**config.mk**
```make
export PLATFORM = sky130hd
export DESIGN_NAME = alu_mc
export DESIGN_NICKNAME = d
export VERILOG_FILES = /design/src/rtl/alu_pkg.sv /design/src/rtl/mul_div_iter.sv /design/src/rtl/alu_mc.sv
export SDC_FILE = /design/constraint.sdc
export NUM_CORES = 1
export LEC_CHECK = 0
export ABC_AREA = 1
export BUFFER_PORTS_ARGS = -buffer_cell sky130_fd_sc_hd__buf_4
export CORE_MARGIN = 8
export CORE_UTILIZATION = 35
export CTS_BUF_LIST = sky130_fd_sc_hd__clkbuf_8
export CTS_CLUSTER_SIZE = 40
export DETAILED_ROUTE_END_ITERATION = 10
export GPL_TIMING_DRIVEN = 0
export PLACE_DENSITY = 0.48
export SETUP_SLACK_MARGIN = 0.2
export SLEW_MARGIN = 25
export SYNTH_ARGS = -nofsm -noshare
export SYNTH_HDL_FRONTEND = slang
export SYNTH_SLANG_ARGS = --single-unit
```
**constraint.sdc**
```tcl
create_clock -name clock -period 7.15 [get_ports clock]
set_input_delay 1.0725 -clock clock [delete_from_list [all_inputs] [get_ports clock]]
set_output_delay 1.0725 -clock clock [all_outputs]
set_load 0.1 [all_outputs]
```
**src/rtl/alu_pkg.sv**
```systemverilog
// Shared definitions for the multi-cycle ALU: opcode encodings and FSM states.
package alu_pkg;

    localparam int unsigned OPC_W = 5;

    localparam logic [OPC_W-1:0] OP_ADD = 5'd0;
    localparam logic [OPC_W-1:0] OP_SUB = 5'd1;
    localparam logic [OPC_W-1:0] OP_AND = 5'd2;
    localparam logic [OPC_W-1:0] OP_OR  = 5'd3;
    localparam logic [OPC_W-1:0] OP_SLL = 5'd4;
    localparam logic [OPC_W-1:0] OP_SRA = 5'd5;
    localparam logic [OPC_W-1:0] OP_MUL = 5'd6;
    localparam logic [OPC_W-1:0] OP_DIV = 5'd7;

    typedef enum logic {
        IDLE = 1'b0,
        ITER = 1'b1
    } alu_state_t;

endpackage

```
**src/rtl/mul_div_iter.sv**
```systemverilog
// Iterative unsigned shift-add multiplier / restoring divider with sign fix-up.
// Ports:
//   clock, reset   : clock and asynchronous active-high reset
//   load_i         : capture magnitudes, op select and sign; counter <= WIDTH-1
//   step_i         : perform one iteration (asserted while the top is in ITER)
//   is_div_i       : 1 = divide, 0 = multiply
//   mag_a_i/mag_b_i: operand magnitudes (multiplicand/dividend, multiplier/divisor)
//   neg_i          : negate the final result (operand signs differ)
//   result_c       : low WIDTH bits of the signed result of the current step
//   prod_hi_c      : high WIDTH bits of the signed 2*WIDTH product (MUL only)
//   done_c         : counter has reached 0, the current step is the last one
module mul_div_iter
    import alu_pkg::*;
#(
    parameter int unsigned WIDTH = 32
) (
    input  logic             clock,
    input  logic             reset,
    input  logic             load_i,
    input  logic             step_i,
    input  logic             is_div_i,
    input  logic [WIDTH-1:0] mag_a_i,
    input  logic [WIDTH-1:0] mag_b_i,
    input  logic             neg_i,
    output logic [WIDTH-1:0] result_c,
    output logic [WIDTH-1:0] prod_hi_c,
    output logic             done_c
);

    localparam int unsigned CW = $clog2(WIDTH);
    localparam int unsigned PW = 2 * WIDTH;

    logic [CW-1:0]    cnt_q;
    logic [PW-1:0]    p_q;
    logic [PW-1:0]    p_d;
    logic [WIDTH-1:0] b_mag_q;
    logic             is_div_q;
    logic             neg_q;
    logic [WIDTH:0]   sum_c;
    logic [WIDTH:0]   shifted_c;
    logic [WIDTH:0]   trial_c;
    logic [PW-1:0]    fixed_c;

    // One iteration. p_q holds {acc, a} for MUL and {remainder, quotient} for DIV.
    always_comb begin
        sum_c     = {1'b0, p_q[PW-1:WIDTH]} + {1'b0, b_mag_q};
        shifted_c = {p_q[PW-1:WIDTH], p_q[WIDTH-1]};
        trial_c   = shifted_c - {1'b0, b_mag_q};
        p_d       = p_q;
        if (is_div_q) begin
            if (shifted_c >= {1'b0, b_mag_q}) begin
                p_d = {trial_c[WIDTH-1:0], p_q[WIDTH-2:0], 1'b1};
            end else begin
                p_d = {shifted_c[WIDTH-1:0], p_q[WIDTH-2:0], 1'b0};
            end
        end else begin
            if (p_q[0]) begin
                p_d = {sum_c, p_q[WIDTH-1:1]};
            end else begin
                p_d = {1'b0, p_q[PW-1:WIDTH], p_q[WIDTH-1:1]};
            end
        end
    end

    // Negating the full 2*WIDTH value leaves the low half equal to the negated
    // quotient, so one negator serves both operations.
    always_comb begin
        fixed_c   = neg_q ? -p_d : p_d;
        result_c  = fixed_c[WIDTH-1:0];
        prod_hi_c = fixed_c[PW-1:WIDTH];
        done_c    = (cnt_q == '0);
    end

    // Iteration state.
    always_ff @(posedge clock or posedge reset) begin
        if (reset) begin
            cnt_q    <= '0;
            p_q      <= '0;
            b_mag_q  <= '0;
            is_div_q <= 1'b0;
            neg_q    <= 1'b0;
        end else if (load_i) begin
            cnt_q    <= CW'(WIDTH - 1);
            p_q      <= {{WIDTH{1'b0}}, mag_a_i};
            b_mag_q  <= mag_b_i;
            is_div_q <= is_div_i;
            neg_q    <= neg_i;
        end else if (step_i) begin
            p_q <= p_d;
            if (cnt_q != '0) begin
                cnt_q <= cnt_q - CW'(1);
            end
        end
    end

endmodule

```
**src/rtl/alu_mc.sv**
```systemverilog
// Multi-cycle ALU: single-cycle ADD/SUB/AND/OR/SLL/SRA plus iterative signed MUL/DIV.
// Ports:
//   clock, reset        : clock and asynchronous active-high reset
//   ctrl_start          : begin an operation (ignored while busy)
//   ctrl_ALUopcode      : 0 ADD,1 SUB,2 AND,3 OR,4 SLL,5 SRA,6 MUL,7 DIV, others ADD
//   ctrl_shiftamt       : shift distance for SLL/SRA
//   data_operandA/B     : signed operands
//   data_result         : registered result, held until the next completion
//   isNotEqual/isLessThan: registered A!=B and signed A<B of the operation's operands
//   overflow            : registered signed-overflow flag
//   data_exception      : registered divide-by-zero flag
//   data_resultRDY      : one-cycle completion pulse
//   busy                : high while MUL/DIV iterates
module alu_mc
    import alu_pkg::*;
#(
    parameter int unsigned WIDTH = 32,
    parameter int unsigned SHW   = $clog2(WIDTH)
) (
    input  logic             clock,
    input  logic             reset,
    input  logic             ctrl_start,
    input  logic [4:0]       ctrl_ALUopcode,
    input  logic [SHW-1:0]   ctrl_shiftamt,
    input  logic [WIDTH-1:0] data_operandA,
    input  logic [WIDTH-1:0] data_operandB,
    output logic [WIDTH-1:0] data_result,
    output logic             isNotEqual,
    output logic             isLessThan,
    output logic             overflow,
    output logic             data_exception,
    output logic             data_resultRDY,
    output logic             busy
);

    localparam logic [WIDTH-1:0] MIN_VAL = {1'b1, {(WIDTH-1){1'b0}}};

    alu_state_t       state_q, state_d;
    logic [4:0]       op_q, op_d;
    logic [WIDTH-1:0] a_q, a_d;
    logic [WIDTH-1:0] b_q, b_d;
    logic [WIDTH-1:0] result_q, result_d;
    logic             ne_q, ne_d;
    logic             lt_q, lt_d;
    logic             ovf_q, ovf_d;
    logic             exc_q, exc_d;
    logic             rdy_q, rdy_d;
    logic             busy_q, busy_d;

    logic [WIDTH-1:0] sum_c, diff_c;
    logic [WIDTH-1:0] sc_result_c;
    logic             sc_ovf_c;
    logic             b_zero_c;
    logic             start_iter_c;
    logic             iter_load_c;
    logic             iter_step_c;
    logic [WIDTH-1:0] mag_a_c, mag_b_c;
    logic             neg_c;
    logic [WIDTH-1:0] iter_result_c;
    logic [WIDTH-1:0] iter_hi_c;
    logic             iter_done_c;
    logic             mul_ovf_c;
    logic             div_ovf_c;

    // Single-cycle datapath, evaluated on the live inputs at the start edge.
    always_comb begin
        sum_c       = data_operandA + data_operandB;
        diff_c      = data_operandA - data_operandB;
        sc_result_c = sum_c;
        sc_ovf_c    = (data_operandA[WIDTH-1] == data_operandB[WIDTH-1]) &&
                      (sum_c[WIDTH-1] != data_operandA[WIDTH-1]);
        case (ctrl_ALUopcode)
            OP_SUB: begin
                sc_result_c = diff_c;
                sc_ovf_c    = (data_operandA[WIDTH-1] != data_operandB[WIDTH-1]) &&
                              (diff_c[WIDTH-1] != data_operandA[WIDTH-1]);
            end
            OP_AND: begin
                sc_result_c = data_operandA & data_operandB;
                sc_ovf_c    = 1'b0;
            end
            OP_OR: begin
                sc_result_c = data_operandA | data_operandB;
                sc_ovf_c    = 1'b0;
            end
            OP_SLL: begin
                sc_result_c = data_operandA << ctrl_shiftamt;
                sc_ovf_c    = 1'b0;
            end
            OP_SRA: begin
                sc_result_c = WIDTH'($signed(data_operandA) >>> ctrl_shiftamt);
                sc_ovf_c    = 1'b0;
            end
            OP_MUL, OP_DIV: begin
                // Only DIV-by-zero completes here; it yields 0 without overflow.
                sc_result_c = '0;
                sc_ovf_c    = 1'b0;
            end
            default: begin
            end
        endcase
    end

    // Operand magnitudes and result sign for the iterative unit.
    always_comb begin
        b_zero_c     = (data_operandB == '0);
        start_iter_c = (ctrl_ALUopcode == OP_MUL) ||
                       ((ctrl_ALUopcode == OP_DIV) && !b_zero_c);
        mag_a_c      = data_operandA[WIDTH-1] ? -data_operandA : data_operandA;
        mag_b_c      = data_operandB[WIDTH-1] ? -data_operandB : data_operandB;
        neg_c        = data_operandA[WIDTH-1] ^ data_operandB[WIDTH-1];
        mul_ovf_c    = (iter_hi_c != {WIDTH{iter_result_c[WIDTH-1]}});
        div_ovf_c    = (a_q == MIN_VAL) && (b_q == '1);
    end

    mul_div_iter #(
        .WIDTH (WIDTH)
    ) u_iter (
        .clock     (clock),
        .reset     (reset),
        .load_i    (iter_load_c),
        .step_i    (iter_step_c),
        .is_div_i  (ctrl_ALUopcode == OP_DIV),
        .mag_a_i   (mag_a_c),
        .mag_b_i   (mag_b_c),
        .neg_i     (neg_c),
        .result_c  (iter_result_c),
        .prod_hi_c (iter_hi_c),
        .done_c    (iter_done_c)
    );

    // Next state, operand latch and output register updates.
    always_comb begin
        state_d     = state_q;
        op_d        = op_q;
        a_d         = a_q;
        b_d         = b_q;
        result_d    = result_q;
        ne_d        = ne_q;
        lt_d        = lt_q;
        ovf_d       = ovf_q;
        exc_d       = exc_q;
        rdy_d       = 1'b0;
        busy_d      = busy_q;
        iter_load_c = 1'b0;
        iter_step_c = 1'b0;
        case (state_q)
            IDLE: begin
                if (ctrl_start) begin
                    op_d = ctrl_ALUopcode;
                    a_d  = data_operandA;
                    b_d  = data_operandB;
                    if (start_iter_c) begin
                        state_d     = ITER;
                        busy_d      = 1'b1;
                        iter_load_c = 1'b1;
                    end else begin
                        result_d = sc_result_c;
                        ovf_d    = sc_ovf_c;
                        exc_d    = (ctrl_ALUopcode == OP_DIV);
                        ne_d     = (data_operandA != data_operandB);
                        lt_d     = ($signed(data_operandA) < $signed(data_operandB));
                        rdy_d    = 1'b1;
                    end
                end
            end
            ITER: begin
                iter_step_c = 1'b1;
                if (iter_done_c) begin
                    state_d  = IDLE;
                    busy_d   = 1'b0;
                    rdy_d    = 1'b1;
                    result_d = iter_result_c;
                    ovf_d    = (op_q == OP_DIV) ? div_ovf_c : mul_ovf_c;
                    exc_d    = 1'b0;
                    ne_d     = (a_q != b_q);
                    lt_d     = ($signed(a_q) < $signed(b_q));
                end
            end
            default: begin
                state_d = IDLE;
            end
        endcase
    end

    // State and output registers.
    always_ff @(posedge clock or posedge reset) begin
        if (reset) begin
            state_q  <= IDLE;
            op_q     <= '0;
            a_q      <= '0;
            b_q      <= '0;
            result_q <= '0;
            ne_q     <= 1'b0;
            lt_q     <= 1'b0;
            ovf_q    <= 1'b0;
            exc_q    <= 1'b0;
            rdy_q    <= 1'b0;
            busy_q   <= 1'b0;
        end else begin
            state_q  <= state_d;
            op_q     <= op_d;
            a_q      <= a_d;
            b_q      <= b_d;
            result_q <= result_d;
            ne_q     <= ne_d;
            lt_q     <= lt_d;
            ovf_q    <= ovf_d;
            exc_q    <= exc_d;
            rdy_q    <= rdy_d;
            busy_q   <= busy_d;
        end
    end

    assign data_result    = result_q;
    assign isNotEqual     = ne_q;
    assign isLessThan     = lt_q;
    assign overflow       = ovf_q;
    assign data_exception = exc_q;
    assign data_resultRDY = rdy_q;
    assign busy           = busy_q;

endmodule

```
==> results_dict.tcl, run 1 <==
set metrics [dict create \
    status "finished, final reports clean" \
    grt_max_degree 91 \
    layout.nets 5172 \
    syn-num-nets 5011 \
    synth_area_leaders "dfrtp_1, nand2_1, inv_1" \
    portBuffers 111 \
    dp_cells 5897 \
    ys_seq_area_share_pct 19.1 \
    synth_cell_type_count 70 \
    antenna_found_initial 5 \
    rows 103 \
    yosysWarnings 0 \
    p_per_area_nw_per_um2 487 \
    sw_frac_of_total_pct 62.1 \
    final_core_util_pct 39.3 \
    setup_ws_ns 1.17 \
    seq_power_share_pct 16.3 \
    p_switching_w 0.00934 \
    worst_pin_slew_ns 1.15 \
    synth_area_um2 27700 \
    startpoint "u_iter.b_mag_q[27]" \
    synthArstFlopShare_pct 100 \
    worst_setup_path_start_kind "flop" \
    slowest_stage "dfrtp_1" \
    max_stage_delay_ns 0.53 \
    cts_resized 0 \
    clock_power_share_pct 10.0 \
    instances_no_fill 5983 \
    grt_pass1_vias 31981 \
    cts_tree "yes" \
    fin_crit_ns 5.98 \
    dpl.hpwl_um 130000 \
    yosysMostFrequentCell "nand2_1" \
    criticalPathCategory "flop to flop" \
    filler_cell_count 9032 \
    fin_crit_sh_pct 83.6 \
    drtIter0Drc 3361 \
    path_delay_family "simple AND/OR/NAND/NOR gates" \
    synthToLayoutAreaGrowth_pct 11.7 \
    cp.buffers_inverters 2 \
    synth_seq_cells 211 \
    start_util_pct 35.2 \
    cellLeakagePower_nw 16.0 \
    clkSlewWorstSetupHoldPaths_ns 0.06 \
    drc 0 \
    cp.arrival_ns 6.50 \
    grt_pass1_wl_um 222000 \
    cap_violations 0 \
    numCtsBuffers 45 \
    postCtsSetupBuffers 0 \
    cp.required_ns 7.68 \
    critPathCaptureType "flop" \
    synthCells 4733 \
    synth_edf_count 0 \
    synth_top_cell_by_area "dfrtp_1" \
    drtAntennaViolNets 0 \
    hold_buffers 0 \
    place_ws_ns 1.14 \
    ctsLongestPathBuffers 3 \
    synthFlopType "dfrtp_1" \
    vias_per_cell 5.54 \
    setup_violations 0 \
    rrSetupSlack_ns 1.17 \
    drive_above_1_share_pct 7.42 \
    dieArea_um2 88300 \
    clock_latency_ns 0.65 \
    internal_power_w 0.00571 \
    route.vias.total 33116 \
    synth_common_cells "nand2_1, inv_1, o21ai_0" \
    hold_viol 0 \
    path_max_fanout 7 \
    synth_top_cell_area_share_pct 19.1 \
    power_frac_comb_pct 73.8 \
    synth.avg_cell_area_um2 5.85 \
    grt_usage_pct 33.7 \
    root_buffer "clkbuf_8" \
    overflow 0 \
    timing.fmax_mhz 167 \
    worstHoldStart "data_result[19]" \
    fin_tns_setup_ns 0 \
    worstReg2RegStart "u_iter.b_mag_q[27]" \
    die_x_um 297 \
    final-max-slew-violation-count 0 \
    cts_sinks 211 \
    dr.pass1.iters 6 \
    htree_levels 2 \
    postRouteWirelength_um 155000 \
    vdd_ir_drop_max_v 0.000365 \
    fin_worst_skew_ns 0.0485 \
    wire_per_inst_um 25.9 \
    slew_headroom_pct 21.0 \
    die_h_um 297 \
    routabilityCongestion 1.07 \
    hold_path.class "flop to flop" \
    cpMostUsedCell "nand2_1" \
    coreArea_um2 78600 \
    rsz0062_at_grt "false" \
    pin_count 115 \
]
## sequential cells by signal, summed over array words and instances, names as in the netlist
| signal | cells |
|---|---|
| isNotEqual | 1 |
| overflow | 1 |
| data_result | 32 |
| busy | 1 |
| isLessThan | 1 |
| data_resultRDY | 1 |
| u_iter.is_div_q | 1 |
| u_iter.p_q | 64 |
| state_q | 1 |
| data_exception | 1 |
| a_q | 32 |
| b_q | 32 |
| u_iter.cnt_q | 5 |
| u_iter.b_mag_q | 32 |
| op_q | 5 |
| u_iter.neg_q | 1 |
## layout by cell type, fill, tap and decap left out, types with 114 or more instances in the layout
| cell | instances |
|---|---|
| a21oi_1 | 318 |
| buf_4 | 114 |
| clkbuf_1 | 147 |
| dfrtp_1 | 211 |
| ha_1 | 197 |
| inv_1 | 701 |
| nand2_1 | 1379 |
| nand3_1 | 275 |
| nor2_1 | 398 |
| o21ai_0 | 407 |
## metal layers
metal / up-vias / track usage (%) / wire length [um]
li1: 15756 / - / -
met1: 15489 / 39.2 / 59600
met2: 1479 / 56.0 / 70800
met3: 390 / 5.27 / 10600
met4: 2 / 24.5 / 13800
met5: - / 0 / 11
## worst paths after layout
| path | end | cells past startpoint |
|---|---|---|
| setup / recovery | overflow | 35 |
| hold / removal | data_result[19] | 2 |
| setup reg to reg | overflow | 35 |
| hold reg to reg | data_result[19] | 2 |
| max in group asynchronous | data_result[14] | 4 |
| min in group asynchronous | u_iter.p_q[55] | 2 |
## cell type report
cell class	instances	area, um2	share of cell area [%]
multi-input combinational	3600	18800	60.9
sequential	211	5280	17.1
inverter	726	2740	8.85
tap	1050	1310	4.25
timing repair buffer	114	893	2.89
buffer	196	861	2.78
clock buffer	53	729	2.36
clock inverter	30	280	0.907
antenna	3	7.51	0.0243
## through the flow
step / total power (W) / area, um2 / hold slack (ns)
finish: 0.0150 / 30900 / 0.479
global route: 0.0163 / 30900 / 0.503
CTS: 0.0149 / 30900 / 0.484
detailed placement: 0.0134 / 29900 / 0.465
global placement: 0.0134 / 29800 / 0.466
floorplan: 0.00962 / 27700 / 0.449
## worst register-to-register path: cells and delay by family, from the launching register on
family | cells | cell delay [ns]
AO/OA/AOI/OAI | 1 | 0.31
adder cells (fa/ha/maj) | 2 | 0.65
buffers and inverters | 2 | 0.30
flip-flops | 1 | 0.53
AND/OR/NAND/NOR | 30 | 4.11
## power by group through the flow
| stage | clock network [W] | logic, W | registers, W |
|---|---|---|---|
| after floorplan | 0 | 0.00677 | 0.00285 |
| after global placement | 0 | 0.0109 | 0.00245 |
| after detailed placement | 0 | 0.0109 | 0.00244 |
| after CTS | 0.00153 | 0.0110 | 0.00243 |
| after global routing | 0.00158 | 0.0122 | 0.00249 |
| final | 0.00150 | 0.0111 | 0.00245 |
## cell families after synthesis
| kind of cell | Yosys count | share of synthesized area (%) |
|---|---|---|
| buffers and inverters | 922 | 13.0 |
| flip-flops | 211 | 19.1 |
| adder cells (fa/ha/maj) | 201 | 9.20 |
| XOR/XNOR | 85 | 2.69 |
| AO/OA/AOI/OAI | 975 | 19.7 |
| multiplexers | 8 | 0.289 |
| AND/OR/NAND/NOR | 2331 | 36.1 |
No activity file was read; power rests on OpenSTA's default activity.
==> run 2, diff against run 1 <==
Settings changed: PLACE_DENSITY 0.48 to 0.46.
Clock period 7.15 ns to 5.9 ns, I/O delays scaled along.
==> results_dict.tcl, run 2 (synthesized netlist as in run 1, its figures left out) <==
set metrics [dict create \
    p_per_area_nw_per_um2 593 \
    instances_no_fill 5998 \
    worst_pin_slew_ns 1.21 \
    drive_above_1_share_pct 8.78 \
    root_buffer "clkbuf_8" \
    fin_worst_skew_ns 0.0382 \
    cp.required_ns 6.42 \
    timing.fmax_mhz 182 \
    cp-endpoint "overflow" \
    overflow 0 \
    filler_cell_count 8970 \
    cpMostUsedCell "nand2_1" \
    met3_usage_pct 3.93 \
    worstReg2RegStart "u_iter.p_q[54]" \
    largest_reg_flops 64 \
    slew_headroom_pct 16.9 \
    critPathCaptureType "flop" \
    hold_viol 0 \
    hold_buffers 0 \
    worst_setup_path_start_kind "flop" \
    dp_cells 5905 \
    multi_input_area_um2 19000 \
    wire_per_inst_um 26.6 \
    status "finished, final reports clean" \
    htree_levels 2 \
    final_cell_mix "nand2_1, inv_1, o21ai_0" \
    fin_tns_setup_ns 0 \
    grt_pass1_wl_um 226000 \
    synthToLayoutAreaGrowth_pct 13.3 \
    grt_pass1_vias 32401 \
    clock_latency_ns 0.63 \
    rsz0062_at_grt "false" \
    regArea_um2 5320 \
    ctsLongestPathBuffers 3 \
    dpl.hpwl_um 134000 \
    grt_max_degree 31 \
    setup_violations 0 \
    cts_tree "yes" \
    route.vias.total 33243 \
    fin_crit_sh_pct 93.3 \
    max_stage_delay_ns 0.58 \
    vias_per_cell 5.54 \
    postRouteWirelength_um 159000 \
    antenna_found_initial 4 \
    coreArea_um2 78600 \
    cts_sinks 211 \
    dr.pass1.iters 6 \
    layout.nets 5189 \
    place_ws_ns -0.00939 \
    portBuffers 111 \
    hold_path.class "primary input to async pin" \
    path_max_fanout 6 \
    drc 0 \
    r2r_cells 32 \
    setup_ws_ns 0.396 \
    grt_usage_pct 34.6 \
    grt_use_met1_pct 41.2 \
    cap_violations 0 \
    routabilityCongestion 1.05 \
    numCtsBuffers 45 \
    drtIter0Drc 3112 \
    slowest_stage "dfrtp_1" \
    pin_count 115 \
    vdd_ir_drop_max_v 0.000347 \
    die_x_um 297 \
    rrSetupSlack_ns 0.40 \
    grtUsageMet2_pct 56.9 \
    dieArea_um2 88300 \
    regMostFlops "u_iter.p_q" \
    grt_busiest_layer "met2" \
    cellLeakagePower_nw 16.1 \
    criticalPathCategory "flop to flop" \
    cp.arrival_ns 6.02 \
    die_h_um 297 \
    regToRegEndpoint "overflow" \
    final-max-slew-violation-count 0 \
    layout_commonest_cell "nand2_1" \
    rows 103 \
    fin_crit_ns 5.50 \
    clkSlewWorstSetupHoldPaths_ns 0.06 \
    drtAntennaViolNets 0 \
    start_util_pct 35.2 \
    startpoint "u_iter.p_q[54]" \
]
run 2: changes by cell type in the layout (fill, tap and decap cells not counted), moves of 6 or more:
cell      before  now
dfrtp_2        0   28
clkinv_2      12    6
dfrtp_1      211  183
ha_1         197  176
ha_2           0   17
buf_4        114  124
run 2: worst max-delay path: cells and delay by family, from the launching register on:
kind | cells | cell delay, ns
simple gates | 25 | 3.65
flops | 1 | 0.58
compound gates | 3 | 0.52
fa+ha+maj | 2 | 0.49
buf+inv | 2 | 0.13
run 2: area by class of cell:
class	instances	area share, %
multi-input cells	3600	60.6
plain buffers	196	2.75
repair buffers	131	3.58
clock inverters	29	0.918
well taps	1050	4.19
inverters	726	8.72
flip-flops and latches	211	17.0
clock buffers	52	2.28
diodes	3	0.0240
run 2: metrics by stage:
stage	util, %	hold slack (ns)	area, um2	power, W
floorplan	-	0.449	27700	0.0117
global placement	37.9	0.462	29800	0.0164
global route	39.9	0.379	31300	0.0200
CTS	39.5	0.337	31100	0.0183
finish	39.9	0.357	31300	0.0186
detailed placement	38.3	0.472	30100	0.0164
run 2: how the worst min path moves through the flow:
stage,startpoint,endpoint,slack (ns),cells after the start
final,reset,u_iter.b_mag_q[20],0.36,2
after global placement,data_result[19],data_result[19],0.46,2
after CTS,reset,u_iter.b_mag_q[25],0.34,2
after global routing,reset,u_iter.b_mag_q[20],0.38,2
after floorplan,op_q[3],op_q[3],0.45,2
after detailed placement,op_q[3],op_q[3],0.47,2
run 2: report_power, final:
group / total, W / switching [W] / internal [W]
registers: 0.00299 / 0.000825 / 0.00217
logic: 0.0137 / 0.00989 / 0.00385
clock network: 0.00185 / 0.000776 / 0.00107
run 2: metal layers:
| layer | wire length [um] | vias to the layer above |
|---|---|---|
| met5 | 31 | - |
| met4 | 14800 | 4 |
| met3 | 9750 | 415 |
| met2 | 72200 | 1483 |
| met1 | 62700 | 15565 |
| li1 | - | 15776 |
run 2: timing repair:
action                                 in CTS  in global routing
pin swaps                                   0                  5
endpoints found under the hold margin       0                  0
buffers inserted                            0                  9
gates resized for setup                     4                 59
setup endpoints to repair                   1                  1
